**src/rtl/lfsr_pkg.sv**
```systemverilog
// lfsr_pkg: shared LFSR step/overflow functions, defaults and monitor state type
package lfsr_pkg;

    localparam logic [31:0] DEF_TAPS   = 32'hB8;
    localparam logic [31:0] DEF_OVF_UP = 32'h80;
    localparam logic [31:0] DEF_OVF_DN = 32'h01;

    typedef enum logic [1:0] {S_SYNC, S_CHECK, S_HALT} mon_state_t;

    // Width-generic helpers on 32-bit containers; w is the live width (1..32).
    function automatic logic [31:0] lfsr_mask(input int w);
        return (w >= 32) ? '1 : ((32'd1 << w) - 32'd1);
    endfunction

    // XNOR feedback shifted in at the LSB; all-zeros is legal, all-ones locks up.
    function automatic logic [31:0] lfsr_next_up(input logic [31:0] c, input logic [31:0] taps, input int w);
        logic [31:0] m;
        m = lfsr_mask(w);
        return ((c << 1) & m) | {31'd0, ~^(c & taps & m)};
    endfunction

    // Inverse of the up step: the old MSB is recovered from the new LSB and the
    // remaining taps, which after the shift sit one position higher (assumes
    // taps[w-1] is set, as for every maximal-length mask).
    function automatic logic [31:0] lfsr_next_down(input logic [31:0] c, input logic [31:0] taps, input int w);
        logic [31:0] m;
        m = lfsr_mask(w);
        return ((c & m) >> 1) | ({31'd0, ~^(c & {taps[30:0], 1'b1} & m)} << (w - 1));
    endfunction

    function automatic logic lfsr_ovf(input logic [31:0] c, input logic up, input logic [31:0] ovf_up, input logic [31:0] ovf_dn);
        return up ? (c == ovf_up) : (c == ovf_dn);
    endfunction

endpackage

```
**src/rtl/lfsr_stat_counter.sv**
```systemverilog
// lfsr_stat_counter: saturating statistics counter with increment 0..2
//   clk, rst : clock, async active-high reset
//   clear    : synchronous zero
//   inc      : amount to add this cycle (0..2)
//   value    : current count; nxt : saturated value+inc (pre-clear)
module lfsr_stat_counter #(
    parameter int W = 8
) (
    input  logic         clk,
    input  logic         rst,
    input  logic         clear,
    input  logic [1:0]   inc,
    output logic [W-1:0] value,
    output logic [W-1:0] nxt
);

    logic [W:0] sum;

    assign sum = {1'b0, value} + (W+1)'(inc);
    assign nxt = sum[W] ? '1 : sum[W-1:0];

    always_ff @(posedge clk or posedge rst)
        if (rst) value <= '0;
        else     value <= clear ? '0 : nxt;

endmodule

```
**src/rtl/lfsr_updown_monitor.sv**
```systemverilog
// lfsr_updown_monitor: passive step/overflow checker for lfsr_updown
//   clk, reset         : clock, async active-high reset
//   clear              : synchronous restart (stats to 0, back to S_SYNC)
//   enable, up_down    : counter controls as driven to the counter
//   count, overflow    : counter outputs
//   expected           : registered prediction for the next sample
//   step_err, ovf_err  : one-cycle mismatch pulses, one cycle after the sample
//   err_count          : saturating error total
//   wrap_count         : saturating count of observed enabled overflows
//   halted, active     : in S_HALT / in S_CHECK
module lfsr_updown_monitor
    import lfsr_pkg::*;
#(
    parameter int                 WIDTH   = 8,
    parameter logic [WIDTH-1:0]   TAPS    = WIDTH'(DEF_TAPS),
    parameter logic [WIDTH-1:0]   OVF_UP  = WIDTH'(DEF_OVF_UP),
    parameter logic [WIDTH-1:0]   OVF_DN  = WIDTH'(DEF_OVF_DN),
    parameter int                 ERR_W   = 8,
    parameter int                 CNT_W   = 16,
    parameter int                 MAX_ERR = 4
) (
    input  logic             clk,
    input  logic             reset,
    input  logic             clear,
    input  logic             enable,
    input  logic             up_down,
    input  logic [WIDTH-1:0] count,
    input  logic             overflow,
    output logic [WIDTH-1:0] expected,
    output logic             step_err,
    output logic             ovf_err,
    output logic [ERR_W-1:0] err_count,
    output logic [CNT_W-1:0] wrap_count,
    output logic             halted,
    output logic             active
);

    mon_state_t       state, state_d;
    logic [31:0]      c32;
    logic [WIDTH-1:0] pred;
    logic             ovf_exp, step_mis, ovf_mis, checking;
    logic [1:0]       err_inc, wrap_inc;
    logic [ERR_W-1:0] err_next;
    logic [CNT_W-1:0] wrap_next;

    assign c32      = 32'(count);
    // Prediction is always built from the observed count, so a single corrupt
    // sample yields a single error instead of a cascade.
    assign pred     = !enable ? count :
                      WIDTH'(up_down ? lfsr_next_up(c32, 32'(TAPS), WIDTH)
                                     : lfsr_next_down(c32, 32'(TAPS), WIDTH));
    assign ovf_exp  = lfsr_ovf(c32, up_down, 32'(OVF_UP), 32'(OVF_DN));
    assign step_mis = count != expected;
    assign ovf_mis  = overflow != ovf_exp;
    assign checking = state == S_CHECK;
    assign err_inc  = checking ? {1'b0, step_mis} + {1'b0, ovf_mis} : 2'd0;
    assign wrap_inc = {1'b0, checking & overflow & enable};
    assign halted   = state == S_HALT;
    assign active   = checking;

    lfsr_stat_counter #(.W(ERR_W)) u_err (
        .clk   (clk),
        .rst   (reset),
        .clear (clear),
        .inc   (err_inc),
        .value (err_count),
        .nxt   (err_next)
    );

    lfsr_stat_counter #(.W(CNT_W)) u_wrap (
        .clk   (clk),
        .rst   (reset),
        .clear (clear),
        .inc   (wrap_inc),
        .value (wrap_count),
        .nxt   (wrap_next)
    );

    always_ff @(posedge clk or posedge reset)
        if (reset) state <= S_SYNC;
        else       state <= state_d;

    // Halt decision uses the post-increment total so a double error can cross MAX_ERR.
    always_comb begin
        state_d = state;
        if (clear)                                            state_d = S_SYNC;
        else if (state == S_SYNC)                             state_d = S_CHECK;
        else if (checking && int'(err_next) >= MAX_ERR)       state_d = S_HALT;
    end

    always_ff @(posedge clk or posedge reset)
        if (reset) begin
            expected <= '0;
            step_err <= 1'b0;
            ovf_err  <= 1'b0;
        end else begin
            step_err <= !clear && checking && step_mis;
            ovf_err  <= !clear && checking && ovf_mis;
            if (!clear && !halted) expected <= pred;
        end

endmodule

```
**config.mk**
```make
export PLATFORM = sky130hd
export DESIGN_NAME = lfsr_updown_monitor
export DESIGN_NICKNAME = d
export VERILOG_FILES = /design/src/rtl/lfsr_pkg.sv /design/src/rtl/lfsr_stat_counter.sv /design/src/rtl/lfsr_updown_monitor.sv
export SDC_FILE = /design/constraint.sdc
export NUM_CORES = 1
export LEC_CHECK = 0
export CORE_MARGIN = 5
export CORE_UTILIZATION = 33
export DETAILED_ROUTE_END_ITERATION = 10
export GPL_ROUTABILITY_DRIVEN = 1
export MAX_ROUTING_LAYER = met4
export PLACE_DENSITY = 0.62
export SETUP_SLACK_MARGIN = 0.5
export SYNTH_ARGS = -nofsm -noshare
export SYNTH_HDL_FRONTEND = slang
export SYNTH_SLANG_ARGS = --single-unit
```
**constraint.sdc**
```tcl
create_clock -name clk -period 2.75 [get_ports clk]
set_input_delay 0.4125 -clock clk [delete_from_list [all_inputs] [get_ports clk]]
set_output_delay 0.4125 -clock clk [all_outputs]
set_load 0.1 [all_outputs]
```
==> flow_summary.yaml, run 1 <==
synth:
  synth.top_cell.area_share_pct: 42.6
  synthTopCellsByArea: "dfrtp_1 43%, xor2_1 5.4%, a21oi_1 5.2%"
  syn_area_per_cell_um2: 9.39
  yosys-mux-area-fraction_pct: 3.79
  synth-simple-area-share_pct: 23.1
  yosys.area_share.xor_xnor_pct: 9.95
  synth-compound-area-share_pct: 12.0
  syn-instance-count: 225
  synth_top_family_by_area: "simple AND/OR/NAND/NOR gates"
  yosys.area.top_type: "dfrtp_1"
  synth-edff-count: 0
  synth_cell_types: 40
  ys.flop_type: "dfrtp_1"
  synthAdderAreaFrac_pct: 4.50
  seq_area_frac_synth_pct: 42.6
  ys_warn_count: 0
  synth_nets: 246
  synth_area_um2: 2110
  async_flop_share_pct: 100
  synth-seq-cells: 36
floorplan:
  die_height_um: 90.0
  dieArea_um2: 8100
  dieWidth_um: 90.0
  core_area_um2: 6280
  rows: 29
  floorplan.io_pins: 50
  start_util_pct: 33.7
power:
  p_leak_nw: 1.42
  power_mw: 1.47
  ir_worst_vdd_uv: 300
  power.density_nw_per_um2: 474
final_layout:
  stdcell_count: 383
  diodes: 0
  syn_to_final_growth_pct: 46.2
  multi_input_area_um2: 1290
  design_area_um2: 3090
  final.fill_count: 593
  num-nets-final: 326
  utilization_pct: 49.2
  register_area_um2: 923
  drive_gt1_share_pct: 43.1
global_routing:
  grt_pass1_vias: 1825
  grt_pass1_wl_um: 8970
  antenna_found_initial: 0
  grt_usage_pct: 13.7
  grt_max_degree: 37
  overflow: 0
clock_network:
  cts_buffers: 5
  htreeDepth: 2
  cts_root_buf: "clkbuf_8"
  tritoncts: "done"
  clk_path_buf_depth: 2
  clock_latency_ns: 0.29
  clock-sinks: 36
  hold_buffers: 0
  path_clk_slew_ns: 0.08
sta:
  max_slew_margin_pct: 69.4
  finClkSkew_ns: 0.00747
  max_freq_mhz: 337
  finalHoldViolCount: 0
  rsz0062_at_grt: "yes"
  fin_tns_setup_ns: -0.397
  period_needed_ns: 2.97
  drv_slew: 0
  finalWorstSetupSlack_ns: -0.219
  worstMarginPinSlew_ns: 0.460
  setup_viol: 3
  hold_ws_ns: 0.522
  period_share_pct: 108
job:
  drv_cap: 0
route:
  vias: 1818
  dr.max_layer_used: "met4"
  wl_met1_um: 2550
  met2_length_um: 2350
  antenna_left: 0
  wirelength_um: 5180
  route.met3.wl_um: 175
  dr.pass1.iters: 4
  wl_per_cell_um: 13.5
  via_per_inst: 4.75
  drtIter0Drc: 75
  route.detailed.drc: 0
worst_setup_path:
  critPathCaptureType: "flip-flop"
  reg2regPathDepth: 13
  cp.arrival_ns: 3.14
  startpoint_type: "flip-flop"
  crit_required_ns: 2.93
  criticalPathCategory: "flip-flop to flip-flop"
  cp_max_fo: 4
status:
  violations: "setup timing"
  status: "complete, but fails checks"
placed_design:
  place_inst: 370
  gp_congestion: 0.843
  port_buffers: 49
  place_area_um2: 2890
  dp_slack_ns: -0.926
  dp_hpwl_um: 3870
min_path:
  hp-class: "input pin to asynchronous set/reset pin"
-- logic make-up after synthesis --
group / after synthesis
AOI/OAI and AO/OA: 46
xor gates and xnor gates: 24
muxes: 8
adders and majority gates: 7
DFF: 36
buffers and inverters: 20
and+or+nand+nor: 84
-- cell usage after synthesis, types with 2 or more instances --
master    count
a21oi_1      22
a31oi_1       2
and3_1        7
buf_2         2
clkbuf_1      6
dfrtp_1      36
ha_1          6
inv_1        11
mux2i_1       8
nand2_1      22
nand2b_1      3
nand3_1       5
nand3_2       2
nand4_1       4
nor2_1       12
nor2b_1       6
nor3_1        3
nor3_2        2
nor3b_1       2
nor4_1        3
o211ai_1      2
o21ai_0      16
or2_2         4
xnor2_1      11
xor2_1       13
-- worst max-delay path, cell delays in order, from the launching register on --
cell	delay, ns
dfrtp_4	0.48
xor2_1	0.15
nor4_2	0.30
nand2_1	0.10
ha_1	0.28
and2_4	0.14
ha_4	0.12
inv_2	0.03
fa_2	0.38
nor2b_4	0.17
a21oi_2	0.07
o32ai_2	0.26
nand4_1	0.16
a31o_1	0.21
-- report_power, final --
group,internal (mW),switching (mW),total [mW]
logic,0.149,0.338,0.487
registers,0.565,0.0237,0.589
clock network,0.200,0.190,0.390
total,0.914,0.552,1.47
-- cells in the final DEF, fill, tap and decap left out, drive strengths merged --
cell,netlist,final
buf,3,69
dfrtp,36,36
nand2,23,23
a21oi,22,22
o21ai,16,16
xor2,13,13
nor2,12,12
xnor2,11,11
inv,11,11
dlygate4sd2,0,9
mux2i,8,8
and3,7,7
nand3,7,7
clkbuf,6,6
ha,6,6
nor2b,6,6
nand4,5,5
or2,5,5
nor3,5,5
clkdlybuf4s50,0,4
nor4,4,4
nand2b,3,3
a31oi,2,2
nor3b,2,2
o211ai,2,2
clkinv,0,2
a31o,2,2
and4,1,1
and2,1,1
nand3b,1,1
nand4bb,1,1
or3,1,1
a21o,1,1
o32ai,1,1
fa,1,1
-- area by class of cell --
cell class | instances | share of cell area (%)
clock buffers | 6 | 2.67
clock inverters | 2 | 0.324
inverters | 11 | 1.34
multi-input cells | 169 | 41.8
flip-flops and latches | 36 | 29.9
well taps | 77 | 3.12
repair buffers | 82 | 20.9
-- repair_timing --
action,CTS,global route
resized for setup,25,3
pin swaps,12,8
buffers inserted,1,4
endpoints found under the setup margin,10,23
hold endpoints to repair,0,0
-- worst paths after layout --
kind / slack [ns] / startpoint / end
max reg2reg: -0.22 / expected[1] / state[1]
min: 0.52 / reset / u_wrap.value[13]
min reg2reg: 0.58 / state[0] / state[1]
min in group clk: 0.58 / state[0] / state[1]
max: -0.22 / expected[1] / state[1]
max in group asynchronous: 1.87 / reset / expected[4]
-- layer usage --
layer / up-vias / GRT usage (%)
li1: 935 / -
met1: 849 / 18.2
met2: 26 / 20.1
met3: 8 / 3.17
met4: 0 / 5.21
met5: - / -
-- sequential cells by signal (all words and copies together) (netlist names) --
register	cells
u_wrap.value	16
expected	8
u_err.value	8
state	2
ovf_err	1
step_err	1
No activity file was read; power rests on OpenSTA's default activity.
==> inputs of run 2 (changes only) <==
==> constraint.sdc (replaced) <==
create_clock -name clk -period 2.75 [get_ports clk]
set_input_delay 0.825 -clock clk [delete_from_list [all_inputs] [get_ports clk]]
set_output_delay 0.825 -clock clk [all_outputs]
set_load 0.1 [all_outputs]
==> flow_summary.yaml, run 2 (synthesis results as in run 1) <==
min_path:
  hp-class: "flip-flop to flip-flop"
  holdPathStages: 1
floorplan:
  rows: 29
  start_util_pct: 33.7
  dieWidth_um: 90.0
  die_height_um: 90.0
  dieArea_um2: 8100
  floorplan.io_pins: 50
  core_area_um2: 6280
placed_design:
  place_area_um2: 2880
  gp_congestion: 0.888
  dp_slack_ns: -1.27
  port_buffers: 49
  dp_hpwl_um: 3820
  place_inst: 375
global_routing:
  overflow: 0
  grt_pass1_vias: 1892
  grt_usage_pct: 13.4
  grt_max_degree: 37
  antenna_found_initial: 0
  grt_pass1_wl_um: 8810
final_layout:
  syn_to_final_growth_pct: 49.5
  stdcell_count: 388
  final_cell_mix: "70 x buf_4, 28 x dfrtp_1, 22 x nand2_1"
  num-nets-final: 331
  diodes: 0
  top_regs: "u_wrap.value x16, expected x8, u_err.value x8"
  design_area_um2: 3160
  max_flop_register: "u_wrap.value"
  utilization_pct: 50.3
  drive_gt1_share_pct: 46.3
  largest_register_ffs: 16
  mostFrequentLayoutCell: "buf_4"
route:
  wirelength_um: 5260
  antenna_left: 0
  vias: 1857
  via_per_inst: 4.79
  dr.pass1.iters: 4
  wl_per_cell_um: 13.6
  drtIter0Drc: 46
  route.detailed.drc: 0
clock_network:
  cts_root_buf: "clkbuf_8"
  htreeDepth: 2
  clock-sinks: 36
  cts_buffers: 5
  path_clk_slew_ns: 0.07
  clock_latency_ns: 0.28
  hold_buffers: 0
  tritoncts: "done"
  clk_path_buf_depth: 2
sta:
  drv_slew: 0
  rsz0062_at_grt: "yes"
  finClkSkew_ns: 0.00560
  finalWorstSetupSlack_ns: -0.441
  worstMarginPinSlew_ns: 0.452
  period_share_pct: 116
  max_slew_margin_pct: 69.9
  setup_viol: 10
  finalHoldViolCount: 0
  hold_ws_ns: 0.585
  period_needed_ns: 3.19
  max_freq_mhz: 313
  fin_tns_setup_ns: -2.12
status:
  violations: "setup timing"
  status: "complete, but fails checks"
worst_setup_path:
  startpoint_type: "input pin"
  cp.arrival_ns: 3.36
  cp_max_fo: 4
  criticalPathCategory: "input pin to flip-flop"
  crit_required_ns: 2.92
  reg2regPathDepth: 12
  critPathCaptureType: "flip-flop"
power:
  ir_worst_vdd_uv: 285
  power_mw: 1.45
  power.density_nw_per_um2: 458
  p_leak_nw: 1.45
job:
  drv_cap: 0
[run 2: layer usage]
layer  share of wire [%]  vias to the layer above  GRT usage [%]
met5                   0                        -              -
met4                 1.1                        0           3.72
met3                 3.0                        4           3.26
met2                  50                       31           22.6
met1                  46                      878           15.9
li1                    -                      944              -
[run 2: repair_timing]
action	4_1_cts	5_1_grt
setup endpoints to repair	27	26
resized for setup	75	7
hold endpoints to repair	0	0
setup buffers	2	3
pin swaps	19	6
[run 2: final cells by class]
cell class / instances / area [um2]
fillers: 603 / 3120
multi-input cells: 169 / 1330
flip-flops and latches: 36 / 911
repair buffers: 87 / 702
well taps: 77 / 96.3
clock buffers: 7 / 76.3
inverters: 11 / 41.3
clock inverters: 1 / 5.00
[run 2: final timing paths]
check,start,slack (ns),endpoint
min reg2reg,state[0],0.58,state[1]
min in group asynchronous,reset,0.94,u_wrap.value[15]
max reg2reg,expected[1],-0.22,state[1]
min,state[0],0.58,state[1]
max,count[2],-0.44,state[1]
max in group asynchronous,reset,1.46,expected[6]
[run 2: critical path, cell delays in order]
cell and delay [ns]:
buf_6 0.10, nor4_4 0.32, nand3_4 0.11, xnor2_2 0.16
ha_1 0.28, and2_4 0.14, ha_4 0.12, inv_2 0.03
fa_2 0.38, nor3b_2 0.25, mux2i_1 0.28, nand4_1 0.16
a31o_1 0.21
[run 2: power breakdown]
group | total [mW] | leakage, nW | internal, mW | switching (mW)
logic | 0.496 | 0.935 | 0.156 | 0.339
registers | 0.586 | 0.473 | 0.561 | 0.0249
clock network | 0.366 | 0.0422 | 0.178 | 0.188
total | 1.45 | 1.45 | 0.895 | 0.552
==> inputs of run 3 (changes only) <==
PLACE_DENSITY = 0.61   (was 0.62)
SYNTH_HIERARCHICAL = 1   (was unset)
==> flow_summary.yaml, run 3 <==
status:
  status: "complete, but fails checks"
  violations: "setup timing"
placed_design:
  port_buffers: 49
  dp_hpwl_um: 4410
  place_inst: 401
  dp_slack_ns: -1.24
  gp_congestion: 0.889
final_layout:
  diodes: 0
  max_flop_register: "u_wrap/value"
  largest_register_ffs: 16
  syn_to_final_growth_pct: 58.7
  drive_gt1_share_pct: 50.7
  mostFrequentLayoutCell: "buf_4"
  top_regs: "u_wrap/value x16, expected x8, u_err/value x8"
  num-nets-final: 368
  final_cell_mix: "82 x buf_4, 30 x dfrtp_1, 19 x nor2_1"
  stdcell_count: 427
worst_setup_path:
  reg2reg_from: "expected[2]"
  cp.arrival_ns: 3.55
  reg2regPathDepth: 17
  crit_required_ns: 2.93
  startpoint_type: "input pin"
  reg2reg_to: "state[1]"
  cp_max_fo: 4
  criticalPathCategory: "input pin to flip-flop"
  reg2reg_setup_slack_ns: -0.41
  critPathCapture: "state[1]"
  worstSetupStartpoint: "count[0]"
  critPathCaptureType: "flip-flop"
route:
  antenna_left: 0
  drtIter0Drc: 68
  wl_per_cell_um: 15.1
  dr.pass1.iters: 4
  route.detailed.drc: 0
  wirelength_um: 6430
  via_per_inst: 5.07
  vias: 2164
job:
  drv_cap: 0
global_routing:
  grt_pass1_wl_um: 10500
  overflow: 0
  grt_pass1_vias: 2139
  antenna_found_initial: 0
  grt_max_degree: 28
  grt_usage_pct: 15.4
floorplan:
  die_height_um: 92.8
  core_area_um2: 6720
  rows: 30
  dieWidth_um: 92.8
  dieArea_um2: 8620
  start_util_pct: 33.7
  floorplan.io_pins: 50
clock_network:
  clock_latency_ns: 0.29
  path_clk_slew_ns: 0.08
  hold_buffers: 0
  clk_path_buf_depth: 2
  cts_buffers: 5
  cts_root_buf: "clkbuf_8"
  tritoncts: "done"
  htreeDepth: 2
  clock-sinks: 36
power:
  p_leak_nw: 1.67
  power.density_nw_per_um2: 461
  ir_worst_vdd_uv: 322
sta:
  max_freq_mhz: 297
  max_slew_margin_pct: 57.7
  rsz0062_at_grt: "yes"
  drv_slew: 0
  period_share_pct: 123
  finalHoldViolCount: 0
  finClkSkew_ns: 0.00863
  setup_viol: 10
  period_needed_ns: 3.37
  worstMarginPinSlew_ns: 0.633
  hold_ws_ns: 0.610
  finalWorstSetupSlack_ns: -0.621
min_path:
  hp-class: "flip-flop to flip-flop"
  holdPathStages: 2
synth:
  syn_area_per_cell_um2: 9.39
  syn-instance-count: 241
  ys_warn_count: 6
  synth_area_um2: 2260
-- run 3: final cells by class --
| type | count | area (um2) |
|---|---|---|
| Clock buffer | 5 | 68.8 |
| Clock inverter | 3 | 42.5 |
| Fill cell | 596 | 3130 |
| Inverter | 16 | 62.6 |
| Multi-Input combinational cell | 179 | 1500 |
| Sequential cell | 36 | 908 |
| Tap cell | 80 | 100 |
| Timing Repair Buffer | 108 | 910 |
-- run 3: timing repair --
| action | in CTS | in global routing |
|---|---|---|
| hold endpoints to repair | 0 | 0 |
| buffers inserted | 8 | 9 |
| cloned | 1 | 0 |
| endpoints found under the setup margin | 28 | 25 |
| pin swaps | 22 | 20 |
| resized for setup | 74 | 26 |
-- run 3: worst min-delay path by stage --
stage	from	endpoint	slack [ns]
5_1_grt	expected[7]	expected[7]	0.63
2_1_floorplan	state[1]	state[1]	0.54
4_1_cts	state[1]	state[1]	0.60
3_5_place_dp	state[1]	state[1]	0.57
3_3_place_gp	state[1]	state[1]	0.56
6_report	expected[0]	expected[0]	0.61
-- run 3: report_power, final --
| group | total (mW) | internal (mW) | switching [mW] |
|---|---|---|---|
| sequential | 0.596 | 0.562 | 0.0331 |
| combinational | 0.581 | 0.196 | 0.385 |
| clock | 0.479 | 0.269 | 0.211 |
-- run 3: stage by stage --
step	setup TNS, ns	power (mW)	area, um2	util, %
2_1_floorplan	-2.76	0.982	2410	-
3_3_place_gp	-12.59	1.13	3120	46.4
3_5_place_dp	-12.84	1.14	3120	46.4
5_1_grt	-3.89	1.73	3590	53.4
6_report	-2.76	1.66	3590	53.4
4_1_cts	-2.56	1.64	3420	50.9
-- run 3: per-layer routing --
metal	vias to the layer above	track usage, %	wire (um)
met2	45	24.4	3170
met3	6	3.90	269
met5	-	-	0
met4	0	3.42	48
li1	1059	-	-
met1	1054	19.9	2950
-- run 3: worst max-delay path, stage by stage --
cell,delay [ns]
buf_6,0.10
buf_6,0.11
a211oi_2,0.16
nand4_1,0.18
xnor2_2,0.20
ha_4,0.27
and2_4,0.13
ha_4,0.12
inv_2,0.03
fa_2,0.34
nand3b_1,0.20
buf_4,0.17
nor4b_4,0.24
nor2_1,0.08
nor2_1,0.10
nand2_1,0.09
a21oi_2,0.13
nor2_1,0.05
